[src/rtl/axis_rr_arbiter.sv]
// axis_rr_arbiter: packet-level round-robin arbiter sharing one AXI-Stream sink among N sources.
// Define ARB_STATS_EN to build the per-source completed-packet counters.
module axis_rr_arbiter #(
  parameter int unsigned N     = 4,
  parameter int unsigned width = 64,
  parameter int unsigned CW    = 32
) (
  input  logic                    clk,
  input  logic                    rst,
  input  logic [N*width-1:0]      s_axis_tdata,
  input  logic [N-1:0]            s_axis_tvalid,
  input  logic [N-1:0]            s_axis_tlast,
  output logic [N-1:0]            s_axis_tready,
  output logic [width-1:0]        m_axis_tdata,
  output logic                    m_axis_tvalid,
  output logic                    m_axis_tlast,
  input  logic                    m_axis_tready,
  output logic [$clog2(N)-1:0]    grant_id,
  output logic                    busy,
  input  logic                    stats_clr,
  output logic [N*CW-1:0]         pkt_count
);

  localparam int unsigned IW = $clog2(N);

  typedef enum logic {
    ST_IDLE = 1'b0,
    ST_LOCK = 1'b1
  } state_t;

  state_t        r_state;
  logic [IW-1:0] r_last;
  logic [IW-1:0] r_grant;
  logic          r_busy;

  logic [IW-1:0] w_pick;
  logic          w_any_req;
  logic          w_xfer;
  logic          w_xfer_last;

  assign w_any_req = |s_axis_tvalid;

  // Round-robin pick: scan downward so the smallest offset from r_last+1 wins last.
  always_comb begin : pick
    logic [IW-1:0] v_idx;
    v_idx  = '0;
    w_pick = r_last;
    for (int unsigned k = N; k >= 1; k--) begin
      v_idx = IW'((32'(r_last) + k) % N);
      if (s_axis_tvalid[v_idx]) begin
        w_pick = v_idx;
      end
    end
  end

  // Combinational path from the granted source to the sink; everything idles low otherwise.
  always_comb begin : mux
    m_axis_tdata  = '0;
    m_axis_tvalid = 1'b0;
    m_axis_tlast  = 1'b0;
    s_axis_tready = '0;
    if (r_state == ST_LOCK) begin
      for (int unsigned i = 0; i < N; i++) begin
        if (r_grant == IW'(i)) begin
          m_axis_tdata     = s_axis_tdata[i*width +: width];
          m_axis_tvalid    = s_axis_tvalid[i];
          m_axis_tlast     = s_axis_tlast[i];
          s_axis_tready[i] = m_axis_tready;
        end
      end
    end
  end

  assign w_xfer      = m_axis_tvalid & m_axis_tready;
  assign w_xfer_last = w_xfer & m_axis_tlast;

  // Grant is taken in IDLE and only released by the granted source's tlast transfer.
  always_ff @(posedge clk or posedge rst) begin : fsm
    if (rst) begin
      r_state <= ST_IDLE;
      r_last  <= IW'(N - 1);
      r_grant <= '0;
      r_busy  <= 1'b0;
    end else begin
      case (r_state)
        ST_IDLE: begin
          if (w_any_req) begin
            r_grant <= w_pick;
            r_busy  <= 1'b1;
            r_state <= ST_LOCK;
          end
        end
        ST_LOCK: begin
          if (w_xfer_last) begin
            r_last  <= r_grant;
            r_busy  <= 1'b0;
            r_state <= ST_IDLE;
          end
        end
        default: begin
          r_state <= ST_IDLE;
          r_busy  <= 1'b0;
        end
      endcase
    end
  end

  assign grant_id = r_grant;
  assign busy     = r_busy;

`ifdef ARB_STATS_EN
  logic [CW-1:0] r_cnt [N];

  // Completed-packet counters; a clear in the same cycle as a tlast beat wins.
  always_ff @(posedge clk or posedge rst) begin : stats
    if (rst) begin
      for (int unsigned i = 0; i < N; i++) begin
        r_cnt[i] <= '0;
      end
    end else if (stats_clr) begin
      for (int unsigned i = 0; i < N; i++) begin
        r_cnt[i] <= '0;
      end
    end else begin
      for (int unsigned i = 0; i < N; i++) begin
        if (w_xfer_last && (r_grant == IW'(i))) begin
          r_cnt[i] <= r_cnt[i] + CW'(1);
        end
      end
    end
  end

  always_comb begin : stats_out
    pkt_count = '0;
    for (int unsigned i = 0; i < N; i++) begin
      pkt_count[i*CW +: CW] = r_cnt[i];
    end
  end
`else
  logic w_unused_stats_clr;
  assign w_unused_stats_clr = stats_clr;
  assign pkt_count          = '0;
`endif

endmodule
[config.mk]
export PLATFORM = sky130hd
export DESIGN_NAME = axis_rr_arbiter
export DESIGN_NICKNAME = d
export VERILOG_FILES = /design/src/rtl/axis_rr_arbiter.sv
export SDC_FILE = /design/constraint.sdc
export NUM_CORES = 1
export LEC_CHECK = 0
export BUFFER_PORTS_ARGS = -buffer_cell sky130_fd_sc_hd__buf_2
export CORE_AREA = 2 2 181 183
export CTS_CLUSTER_DIAMETER = 40
export CTS_CLUSTER_SIZE = 10
export DETAILED_ROUTE_END_ITERATION = 6
export DIE_AREA = 0 0 183 185
export PLACE_DENSITY = 0.46
export SYNTH_ARGS = -nofsm -noshare
export SYNTH_HDL_FRONTEND = slang
export SYNTH_SLANG_ARGS = --single-unit
[constraint.sdc]
create_clock -name clk -period 1.65 [get_ports clk]
set_input_delay 0.165 -clock clk [delete_from_list [all_inputs] [get_ports clk]]
set_output_delay 0.165 -clock clk [all_outputs]
set_load 0.05 [all_outputs]
==> run_results.csv <==
group,metric,value,unit
status,run_status,"finished, violations left",
status,failed_checks,"setup timing",
placement,dpl.hpwl,12800,um
yosys,netlist-cell-type-count,26,
timing,finalMaxSlewViolations,0,
drt,drt-initial-drc-count,72,
clocking,worstSkewPairLatency,0.23,ns
clocking,cts_inserted_buffers,3,
placement,io_buffers,339,
critical_path,timing.critical_path.required,1.48,ns
layout,post_layout_nonfiller_instances,1097,
grt,grt_pass1_vias,3532,
critical_path,timing.critical_path.from_type,"register",
floorplan,top_level_ports,469,
timing,holdWs,0.362,ns
critical_path,worst-setup-path-type,"register to primary output",
drt,antenna_violating_nets_post_route,0,
run,cap_violations,0,
timing,finalClockSkew,0.00291,ns
floorplan,die_width,183,um
layout,fillCellCount,3526,
yosys,synth_area_leaders,"mux4_2 44%, buf_4 29%, and2_1 12%, dfrtp_1 3.0%, dfstp_2 1.6%",
yosys,synthDominantAreaCellType,"mux4_2",
placement,preCtsSetupSlack,-0.207,ns
layout,final_core_util,19.7,%
floorplan,fp.dieH,185,um
floorplan,core,0.0320,mm2
layout,num-nets-final,958,
critical_path,worstPathArrival,1.86,ns
layout,area_delta_synth_final,90.1,%
critical_path,worst_path_dominant_cell_family,"multiplexers",
pwr,power,14.1,mW
floorplan,num_rows,66,
timing,report.final.hold_viol_count,0,
pwr,p_leak,3.17,nW
drt,drt-pass1-iter-count,4,
timing,setup_viol,72,
clocking,cts_num_sinks,6,
clocking,tritoncts,"built",
yosys,post_synth_inst_count,323,
grt,grt_antenna_before_repair,2,
timing,timing.final.ws_setup,-0.374,ns
worst_hold_path,hold_class,"input pin to register",
placement,placed_cells_incl_taps,1076,
clocking,cts.reportedPaths.clkPinSlew,0.03,ns
yosys,synth.yosys.warnings,0,
critical_path,setup.worst_path.end_class,"primary output",
timing,final.min_clock_period,2.02,ns
drt,post_detailed_route_wirelength_per_cell,14.0,um
clocking,cts_max_level,1,
critical_path,worstPathMaxFanout,7,
floorplan,die-area,0.0339,mm2
timing,fmax,494,MHz
timing,grt_setup_unrepaired,"yes",
drt,drt-vias-per-instance,3.33,
yosys,post_syn_area_per_cell,10.3,um2
grt,global_route.overflow_total,0,
drt,route.vias.total,3649,
yosys,yosys.area.top_type_share,44.0,%
layout,layout-drive-gt1-share,77.6,%
critical_path,critical_path.cell_chain,"buf_12, buf_16, mux4_2, and2_4, buf_6",
grt,grt_start_max_net_pins,41,
placement,finalWeightedCongestion,0.794,
critical_path,critical_path.max_stage_delay,0.54,ns
grt,global_route.usage.total,7.77,%
layout,diodes,0,
critical_path,worst-path-buf-inv,3,
pwr,pwr_density_cell,2230,mW/mm2
floorplan,start_util,10.4,%
timing,totalNegativeSetupSlack,-21.40,ns
yosys,synth.ff_latch_count,6,
clocking,clockBufferDepth,2,
layout,finish.instance_area,0.00632,mm2
placement,placed_cell_area,0.00550,mm2
yosys,syn_area,0.00333,mm2
drt,drc,0,
drt,routed_wirelength,15400,um
critical_path,r2r_setup_slack,-0.24,ns
timing,final.period_utilization,123,%
yosys,seq_area_frac_synth,4.59,%
critical_path,crit_path_top_delay_cell,"mux4_2",
clocking,cts-root-buf,"clkbuf_16",
pwr,vdd.ir_drop.worst,0.798,mV
grt,grt_first_pass_wirelength,20100,um
## routing by layer
metal / track usage [%] / part of all wire, %
met1: 9.61 / 39
met2: 14.6 / 54
met3: 1.44 / 7.5
met4: 0.512 / 0.20
met5: 0 / 0.085
## synthesized netlist by cell type (all sizes together)
master and number:
buf 139, nand2 2, inv 2, a31oi 1
dfrtp 4, o21ai 4, nand3 2, a21o 2
mux2i 2, clkbuf 12, nor3 2, nor2 6
mux2 3, and2 65, o22ai 1, nor2b 2
conb 1, dfstp 2, nand2b 3, a21oi 3
mux4 65
## final timing paths
path,to,cells after the start,start
setup reg to reg,r_state,8,grant_id[0]
setup / recovery,m_axis_tdata[31],5,grant_id[0]
min in group asynchronous,busy,3,rst
hold / removal,r_last[1],3,m_axis_tready
hold reg to reg,busy,1,busy
max in group asynchronous,r_last[0],3,rst
## power by group
part	internal [mW]	switching, mW	total [mW]
registers	0.255	0.126	0.381
clock network	0.320	0.0804	0.401
logic	6.14	7.17	13.3
total	6.71	7.38	14.1
## tightest hold or removal path: cells and delay by family
family,cells,cell delay (ns)
buffers and inverters,1,0.15
and+or+nand+nor,1,0.09
muxes,1,0.15
## placed cells by master (no fill, tap or decap), types with 2 or more instances in the layout
| cell type | instances |
|---|---|
| buf_2 | 269 |
| conb_1 | 128 |
| buf_6 | 74 |
| mux4_2 | 65 |
| and2_4 | 65 |
| buf_4 | 24 |
| buf_12 | 10 |
| clkbuf_16 | 5 |
| o21ai_0 | 4 |
| nor2_1 | 4 |
| nand2b_1 | 3 |
| a21oi_1 | 3 |
| buf_8 | 3 |
| nor2b_1 | 2 |
| nand2_1 | 2 |
| nand3_4 | 2 |
| mux2_4 | 2 |
| inv_1 | 2 |
| nor3_4 | 2 |
| nor2_4 | 2 |
| a21o_1 | 2 |
| dfrtp_4 | 2 |
| buf_16 | 2 |
| dfstp_2 | 2 |
## state kept, by name (all words and copies together), names as in the netlist
name      flops
r_state       1
busy          1
grant_id      2
r_last        2
## final cells by class
cell class	count	area (um2)	share of cell area [%]
multi-input combinational	291	2810	44.5
timing repair buffer	386	2750	43.5
tap	408	510	8.07
sequential	6	161	2.55
clock buffer	4	78.8	1.25
inverter	2	7.51	0.119
## repair_timing
item | CTS | global route
gates resized for setup | 143 | 15
pin swaps | 1 | 1
cloned | 1 | 3
hold buffers | 1 | 0
setup endpoints to repair | 74 | 74
hold endpoints to repair | 4 | 0
setup buffers | 6 | 6
## logic make-up (layout without fill, tap and decap cells)
kind of cell           Yosys count  count (layout)  synth area share, %
other                            1             128                0.113
and+or+nand+nor                 82              82                 14.8
AOI/OAI and AO/OA               11              11                 2.07
DFF                              6               6                 4.59
muxes                           70              70                 45.6
buffers and inverters          153             392                 32.8
(Power assumes the default switching activity.)
